$ cat src/rtl/mem_drv_pkg.sv
// mem_drv_pkg: shared state, command type and defaults for the memory command driver
package mem_drv_pkg;
   localparam int MEM_WORDS_DEF = 8;
   typedef enum logic [1:0] {IDLE, SETUP, ACCESS, RESP} state_t;
   typedef struct packed {
      logic       write;
      logic [7:0] addr;
      logic [7:0] wdata;
   } cmd_t;
endpackage

$ cat src/rtl/mem_cmd_fifo.sv
// mem_cmd_fifo: in-order command buffer with full/empty flags and occupancy count
module mem_cmd_fifo
   import mem_drv_pkg::*;
#(
   parameter int DEPTH = 4
) (
   input  logic                   clk,
   input  logic                   rst,
   input  logic                   push,
   input  logic                   pop,
   input  cmd_t                   din,
   output cmd_t                   dout,
   output logic                   full,
   output logic                   empty,
   output logic [$clog2(DEPTH):0] count
);
   localparam int AW = $clog2(DEPTH);
   cmd_t mem [DEPTH];
   logic [AW-1:0] wp, rp;
   logic do_push, do_pop;
   assign full    = count == (AW+1)'(DEPTH);
   assign empty   = count == '0;
   assign do_push = push && !full;
   assign do_pop  = pop && !empty;
   assign dout    = mem[rp];
   always_ff @(posedge clk or posedge rst) begin
      if (rst) begin
         wp    <= '0;
         rp    <= '0;
         count <= '0;
      end else begin
         wp    <= do_push ? wp + 1'b1 : wp;
         rp    <= do_pop ? rp + 1'b1 : rp;
         count <= count + (AW+1)'(do_push) - (AW+1)'(do_pop);
      end
   end
   // storage needs no reset; pointers alone define validity
   always_ff @(posedge clk) begin
      if (do_push) mem[wp] <= din;
   end
endmodule

$ cat src/rtl/mem_cmd_driver.sv
// mem_cmd_driver: buffers memory commands and sequences each through setup, access and response phases
module mem_cmd_driver
   import mem_drv_pkg::*;
#(
   parameter int FIFO_DEPTH = 4,
   parameter int MEM_WORDS  = MEM_WORDS_DEF
) (
   input  logic       clk,
   input  logic       rst,
   input  logic       cmd_valid,
   output logic       cmd_ready,
   input  logic       cmd_write,
   input  logic [7:0] cmd_addr,
   input  logic [7:0] cmd_wdata,
   output logic       rsp_valid,
   input  logic       rsp_ready,
   output logic [7:0] rsp_rdata,
   output logic       rsp_write,
   output logic       rsp_err,
   output logic       read,
   output logic       write,
   output logic       enable,
   output logic [7:0] address,
   output logic [7:0] wdata,
   input  logic [7:0] rdata
);
   localparam int CW = $clog2(FIFO_DEPTH) + 1;
   state_t st;
   cmd_t cr, head;
   logic full, empty, pop, oob;
   logic [CW-1:0] count;
   assign cmd_ready = !full;
   assign pop       = st == IDLE && !empty;
   assign oob       = 32'(cr.addr) >= MEM_WORDS;
   mem_cmd_fifo #(.DEPTH(FIFO_DEPTH)) u_fifo (
      .clk   (clk),
      .rst   (rst),
      .push  (cmd_valid && cmd_ready),
      .pop   (pop),
      .din   ({cmd_write, cmd_addr, cmd_wdata}),
      .dout  (head),
      .full  (full),
      .empty (empty),
      .count (count)
   );
   always_comb assert (rst || full == (count == CW'(FIFO_DEPTH)));
   always_ff @(posedge clk or posedge rst) begin
      if (rst) begin
         st        <= IDLE;
         cr        <= '0;
         read      <= 1'b0;
         write     <= 1'b0;
         enable    <= 1'b0;
         address   <= '0;
         wdata     <= '0;
         rsp_valid <= 1'b0;
         rsp_rdata <= '0;
         rsp_write <= 1'b0;
         rsp_err   <= 1'b0;
      end else begin
         case (st)
            IDLE: if (pop) begin
               cr      <= head;
               address <= head.addr;
               wdata   <= head.wdata;
               read    <= !head.write;
               write   <= head.write;
               st      <= SETUP;
            end
            // out-of-range commands skip the access phase entirely
            SETUP: if (oob) begin
               read      <= 1'b0;
               write     <= 1'b0;
               rsp_valid <= 1'b1;
               rsp_rdata <= '0;
               rsp_write <= cr.write;
               rsp_err   <= 1'b1;
               st        <= RESP;
            end else begin
               enable <= 1'b1;
               st     <= ACCESS;
            end
            ACCESS: begin
               enable    <= 1'b0;
               read      <= 1'b0;
               write     <= 1'b0;
               rsp_valid <= 1'b1;
               rsp_rdata <= cr.write ? 8'h00 : rdata;
               rsp_write <= cr.write;
               rsp_err   <= 1'b0;
               st        <= RESP;
            end
            RESP: if (rsp_ready) begin
               rsp_valid <= 1'b0;
               st        <= IDLE;
            end
            default: st <= IDLE;
         endcase
      end
   end
endmodule
$ cat config.mk
export PLATFORM = sky130hd
export DESIGN_NAME = mem_cmd_driver
export DESIGN_NICKNAME = d
export VERILOG_FILES = /design/src/rtl/mem_drv_pkg.sv /design/src/rtl/mem_cmd_fifo.sv /design/src/rtl/mem_cmd_driver.sv
export SDC_FILE = /design/constraint.sdc
export NUM_CORES = 1
export LEC_CHECK = 0
export ABC_AREA = 1
export CAP_MARGIN = 20
export CORE_MARGIN = 2
export CORE_UTILIZATION = 55
export CTS_CLUSTER_SIZE = 28
export DETAILED_ROUTE_END_ITERATION = 10
export GPL_TIMING_DRIVEN = 0
export HOLD_SLACK_MARGIN = 0.08
export PLACE_DENSITY_LB_ADDON = 0.1
export SYNTH_ARGS = -nofsm -noshare
export SYNTH_HDL_FRONTEND = slang
export SYNTH_SLANG_ARGS = --single-unit
$ cat constraint.sdc
create_clock -name clk -period 2.6 [get_ports clk]
set_input_delay 0.39 -clock clk [delete_from_list [all_inputs] [get_ports clk]]
set_output_delay 0.39 -clock clk [all_outputs]
set_load 0.02 [all_outputs]
* Word-level counts from Yosys, hierarchy flattened
Memory sizes are Yosys's and may differ from the RTL's.
Cells that the tools add are included.
** Word-level totals
- Register bits :: 40
- Bits in latches :: 0
- Memory bits (writable) :: 68
- ROM bits :: 0
- Input bits :: 29
- Output and inout bits :: 31
- Logic and storage cells :: 68
- Memories :: 1
** Cells by class
- Add/subtract/negate cells :: 4
- Multipliers :: 0
- Divide/modulo/power cells :: 0
- Magnitude comparators :: 1
- Equality and inequality tests :: 8
- Shift-type cells :: 0
- Muxes and demuxes :: 22
- Bitwise logic cells :: 0
- Reduce and logical (&&, ||, !) cells :: 18
** Memory list
- u_fifo.mem :: words 4, bits a word 17, read ports 1, clocked after Yosys merged registers in 0, wr ports 1, line mem_cmd_fifo.sv:18 : cmd_t mem [DEPTH];
** Operators with widths (count)
- 8-bit two-way mux :: 2
- 8-bit case mux with 2 select lines :: 1
- 1-bit two-way mux :: 10
- 1-bit case mux with 3 select lines :: 3
- 8-bit by 4-bit >= comparator with 1-bit output, second input constant :: 1
- 2-bit case mux with 4 select lines :: 1
- 2-bit AND reduction :: 4
- 2-bit != test, second input constant :: 3
- 1-bit case mux with 2 select lines :: 3
- 3-bit AND reduction :: 2
- 3-bit nonzero test :: 2
- 2-bit by 1-bit adder with 2-bit output, second input constant :: 2
- 2-bit equality test, second input constant :: 2
- 1-bit logical AND :: 4
- 2-bit two-way mux :: 2
- 3-bit by 1-bit adder with 3-bit output :: 1
- 3-bit equality test, second input constant :: 1
- 1-bit logical NOT :: 3
- 3-bit logical NOT :: 1
- 3-bit by 1-bit subtractor with 3-bit output :: 1
- 2-bit by 1-bit equality test with 1-bit output, second input constant :: 1
- 2-bit logical NOT :: 1
- 2-bit by 1-bit != test with 1-bit output, second input constant :: 1
- 2-bit nonzero test :: 1

* Logic depth before layout (Yosys ltp)
- Depth in word-level cells :: 6
- Depth in mapped cells :: 11
- Gate-level depth less buffers :: 10

* Cells and area by module
Synthesis repeated with hierarchy kept, for this count alone.
** Unflattened totals
- Cells, all modules :: 471
- Area total of the unflattened synthesis :: 4788.3 µm²
** Modules (own cells, without submodules)
- mem_cmd_fifo :: times used 1, cells an instance 274, area each 3143.0 µm², seq. area each 2217.1 µm²
- mem_cmd_driver :: times used 1, cells an instance 197, area each 1645.3 µm², seq. area each 825.8 µm²

* Least setup slack after synthesis
Ideal clock, no wire load.
- Path type :: reg-to-reg
- Start :: register st[0]
- End :: register u_fifo.count[2]
- Library setup time :: 0.123 ns
- Data arrival time :: 1.965 ns
- Required time :: 2.477 ns
- Setup slack :: 0.512 ns
- Stages on the path, launching flop included :: 12
- Path buffers :: 1
- Clock period less this slack :: 2.088 ns
- Path through :: dfrtp_1 > inv_1 > ha_1 > nand2_2 > inv_2 > buf_6 > ha_1 > inv_1 > ha_1 > inv_1 > fa_1 > xnor2_1
** On the way
- Word-level cells in the longest chain between the ends :: 4
** RTL lines
- start: declaration :: line mem_cmd_driver.sv:28 : state_t st;
- start signal: assignment :: line mem_cmd_driver.sv:49 : st <= IDLE;
- start signal: assignment :: line mem_cmd_driver.sv:68 : st <= SETUP;
- start signal: assignment :: line mem_cmd_driver.sv:78 : st <= RESP;
- 2-bit logical NOT :: line mem_cmd_driver.sv:33 : assign pop = st == IDLE && !empty;
- 1-bit logical AND :: line mem_cmd_driver.sv:33
- 1-bit logical AND :: line mem_cmd_fifo.sv:24 : assign do_pop = pop && !empty;
- net u_fifo.do_pop :: line mem_cmd_fifo.sv:20 : logic do_push, do_pop;
- 3-bit by 1-bit subtractor with 3-bit output :: line mem_cmd_fifo.sv:34 : count <= count + (AW+1)'(do_push) - (AW+1)'(do_pop);
- end signal: assignment :: line mem_cmd_fifo.sv:34
- end: declaration :: line mem_cmd_fifo.sv:15 : output logic [$clog2(DEPTH):0] count
The timed path passes the listed nets, and every way through them passes these cells.
A chain may end at the register's enable or synchronous reset.

* Worst setup path after layout
- Start :: register st[1]
- End :: register u_fifo.count[1]
Same word-level chain as after synthesis.

==> Flow_metrics.wiki <==
{| class="wikitable"
! Metric !! Value
|-
| Number of antenna violations at the first check in global routing || 0
|-
| Vias in the first global route || 2953
|-
| # setup viols final || 0
|-
| Fraction of registers with async set/reset || 37.0%
|-
| Total grt overflow || 0
|-
| Number of nets at the end of the flow || 546
|-
| Global-route usage over all layers || 22.0%
|-
| Net switching power || 2.69 mW
|-
| Worst slack at placement || 242 ps
|-
| Worst path most repeated cell || sky130_fd_sc_hd__inv_1
|-
| Most frequent cells in the layout || 114 x sky130_fd_sc_hd__nor2_1, 68 x sky130_fd_sc_hd__edfxtp_1, 59 x sky130_fd_sc_hd__clkdlybuf4s50_1, 54 x sky130_fd_sc_hd__nand2_1, 40 x sky130_fd_sc_hd__dfrtp_1
|-
| Maximum number of pins on one net before global-route repair || 41
|-
| Post-Synthesis Net Count || 472
|-
| Number of DRC violations after detailed-routing iteration 0 || 206
|-
| Slew at the pin closest to its max-slew limit || 885 ps
|-
| Endpoint required time on the critical path || 2870 ps
|-
| Min-delay worst type || reg -> reg
|-
| Num Clock Sinks || 108
|-
| Post-synthesis cell count || 430
|-
| Cell type group with the largest total delay on the critical path || adder cells
|-
| Number of buffers inserted for hold repair after clock tree synthesis || 0
|-
| Clock network fraction of design power || 14.1%
|-
| Core Rows || 33
|-
| Number of cells after detailed placement || 598
|-
| Slowest cell on the critical path || sky130_fd_sc_hd__fa_1
|-
| Wirelength per Cell || 15.0 um
|-
| Fraction of layout cells with a size suffix above 1 || 10.2%
|-
| Die Y || 95.3 um
|-
| # fillers || 625
|-
| Synthesized area per cell || 10.7 um2
|-
| Die area || 9080 um2
|-
| Antenna Diode Count || 0
|-
| WL final || 9180 um
|-
| Clk pin slew, worst setup/hold paths || 100 ps
|-
| Clk_lat worst skew || 370 ps
|-
| Buffer depth of the longest clock path || 2
|-
| Clock tree skew after final layout || 8.95 ps
|-
| Core area || 8130 um2
|-
| Synthesis-to-finish area growth || 21.3%
|-
| RSZ-0062 raised after global routing || false
|-
| Count of flip-flops with a built-in enable after synthesis || 68
|-
| Part of the cycle the worst path needs || 90.8%
|-
| Final ANT Viol Nets || 0
|-
| Fraction of power consumed by combinational cells || 46.6%
|-
| Netlist Area Pre-Place || 4580 um2
|-
| Power density over the cells || 1210 nW/um2
|-
| Clock tree root driver cell || sky130_fd_sc_hd__clkbuf_8
|-
| Worst Slack Setup Final || 239 ps
|-
| Detailed placement HPWL || 6130 um
|-
| Starting density of the core || 56.4%
|-
| Cell variety after synth || 23
|-
| First-pass GRT wire length || 14700 um
|-
| Buffers & Inverters on Critical Path || 6
|-
| Via density per instance || 5.08
|-
| IO Count || 60
|-
| Post-CTS sizing || 0
|-
| Fraction of power consumed by sequential logic || 39.3%
|-
| First-pass iteration count of the detailed router || 5
|-
| Hold WS || 496 ps
|-
| Setup TNS || 0 ps
|-
| Placer congestion estimate || 0.801
|-
| Maximum capacitance violations || 0
|-
| TritonCTS clock tree || built
|-
| Final critical path time including I/O delays and setup || 2360 ps
|-
| Worst ir drop on vdd || 0.534 mV
|-
| Final Max Slew Viols || 0
|-
| Reported leakage power || 2.33 nW
|-
| Sequence of cells on the critical path || inv_1 -> ha_1 -> nand2_2 -> inv_2 -> buf_6 -> ha_1 -> inv_1 -> ha_1 -> inv_1 -> fa_1 -> inv_1
|-
| Critical path start-end classification || reg -> reg
|-
| CP Data Arrival Time || 2640 ps
|-
| Clock H-tree levels || 3
|-
| Peak clock frequency supported by timing || 0.424 GHz
|-
| Switch share || 40.0%
|-
| Most common cell after layout, fill and taps aside || sky130_fd_sc_hd__nor2_1
|-
| Capturing element type of the critical path || register
|-
| Sequential area share after synthesis || 66.4%
|-
| Post-CTS setup buffer count || 0
|-
| Relative slew margins || 40.9%
|-
| Crit-path max cell delay || 470 ps
|-
| Number of clock buffers inserted by TritonCTS || 9
|-
| Yosys warning total || 0
|-
| X dimension of the die || 95.3 um
|-
| Total via count after detailed routing || 3117
|-
| Main flop type after synthesis || sky130_fd_sc_hd__edfxtp_1
|-
| Internal || 4.03 mW
|-
| Count of input and output buffers || 59
|-
| Remaining DRCs || 0
|-
| Total of flip-flops plus latches after synthesis || 108
|-
| Type of origin of the critical path || register
|-
| Post-route insts no fill || 614
|-
| Final count of hold timing violations || 0
|-
| Outcome || finished clean
|-
| Critical path fanouts, max || 10
|}
## cell usage after synthesis (3+ instances only)
library cell	number	area [um2]
sky130_fd_sc_hd__a21oi_1	19	95.1
sky130_fd_sc_hd__buf_2	3	15.0
sky130_fd_sc_hd__buf_4	12	90.1
sky130_fd_sc_hd__buf_6	4	45.0
sky130_fd_sc_hd__dfrtp_1	40	1000
sky130_fd_sc_hd__edfxtp_1	68	2040
sky130_fd_sc_hd__ha_1	12	150
sky130_fd_sc_hd__inv_1	33	124
sky130_fd_sc_hd__nand2_1	54	203
sky130_fd_sc_hd__nand3_1	14	70.1
sky130_fd_sc_hd__nor2_1	118	443
sky130_fd_sc_hd__o21ai_0	37	185
## per-layer routing
layer,global-route usage [%],vias up,wire [um]
met5,0,-,0
met4,8.33,0,152
met3,3.56,13,616
met2,37.8,110,4480
met1,28.3,1454,3930
li1,-,1540,-
## sequential cells by signal (all words and copies together) (netlist names), 2 cells and up
register	flops
u_fifo.wp	2
u_fifo.count	3
u_fifo.mem	68
cr	9
st	2
rsp_rdata	8
wdata	8
u_fifo.rp	2
## path summary, 6_finish.rpt
path | startpoint | to | slack, ps | cells past startpoint
worst max-delay path | st[1] | u_fifo.count[1] | 240 | 11
worst max register to register | st[1] | u_fifo.count[1] | 240 | 11
max in group asynchronous | rst | wdata[2] | 1530 | 2
worst min-delay path | write | write | 500 | 2
worst min register to register | write | write | 500 | 2
min in group asynchronous | rst | rsp_err | 520 | 2
## logic make-up (layout without fill, tap and decap cells)
kind of cell	Yosys count	in the layout	share of synthesized area, %
compound gates	57	57	6.22
xor+xnor	4	4	0.764
fa+ha+maj	13	13	3.71
buf+inv	58	137	6.77
flops	108	108	66.4
simple gates	190	190	16.2
## final cells by class
| class | count | area, um2 | share of cell area [%] |
|---|---|---|---|
| multi-input cells | 264 | 1240 | 22.3 |
| plain buffers | 23 | 179 | 3.22 |
| clock inverters | 7 | 60.1 | 1.08 |
| clock buffers | 9 | 124 | 2.23 |
| well taps | 105 | 131 | 2.36 |
| repair buffers | 63 | 651 | 11.7 |
| inverters | 35 | 131 | 2.36 |
| flip-flops and latches | 108 | 3040 | 54.7 |
## tightest hold or removal path: cells and delay by family (launching register included)
kind	cells	cell delay [ps]
and+or+nand+nor	2	110
DFF	1	360
## through the flow
stage	power (mW)	instance area, um2	utilization (%)
floorplan	4.65	4580	-
global placement	5.67	5310	65.2
detailed placement	5.83	5380	66.1
CTS	6.77	5560	68.4
global route	7.24	5560	68.4
finish	6.72	5560	68.4
## power by group through the flow
stage | Clock (mW) | Sequential (mW) | Combinational (mW)
after floorplan | 0 | 2.83 | 1.82
after global placement | 0 | 2.68 | 3.00
after detailed placement | 0 | 2.68 | 3.15
after CTS | 0.965 | 2.64 | 3.16
after global routing | 1.05 | 2.69 | 3.50
final | 0.947 | 2.64 | 3.13
Note: power is estimated with default switching activity, not from simulation.
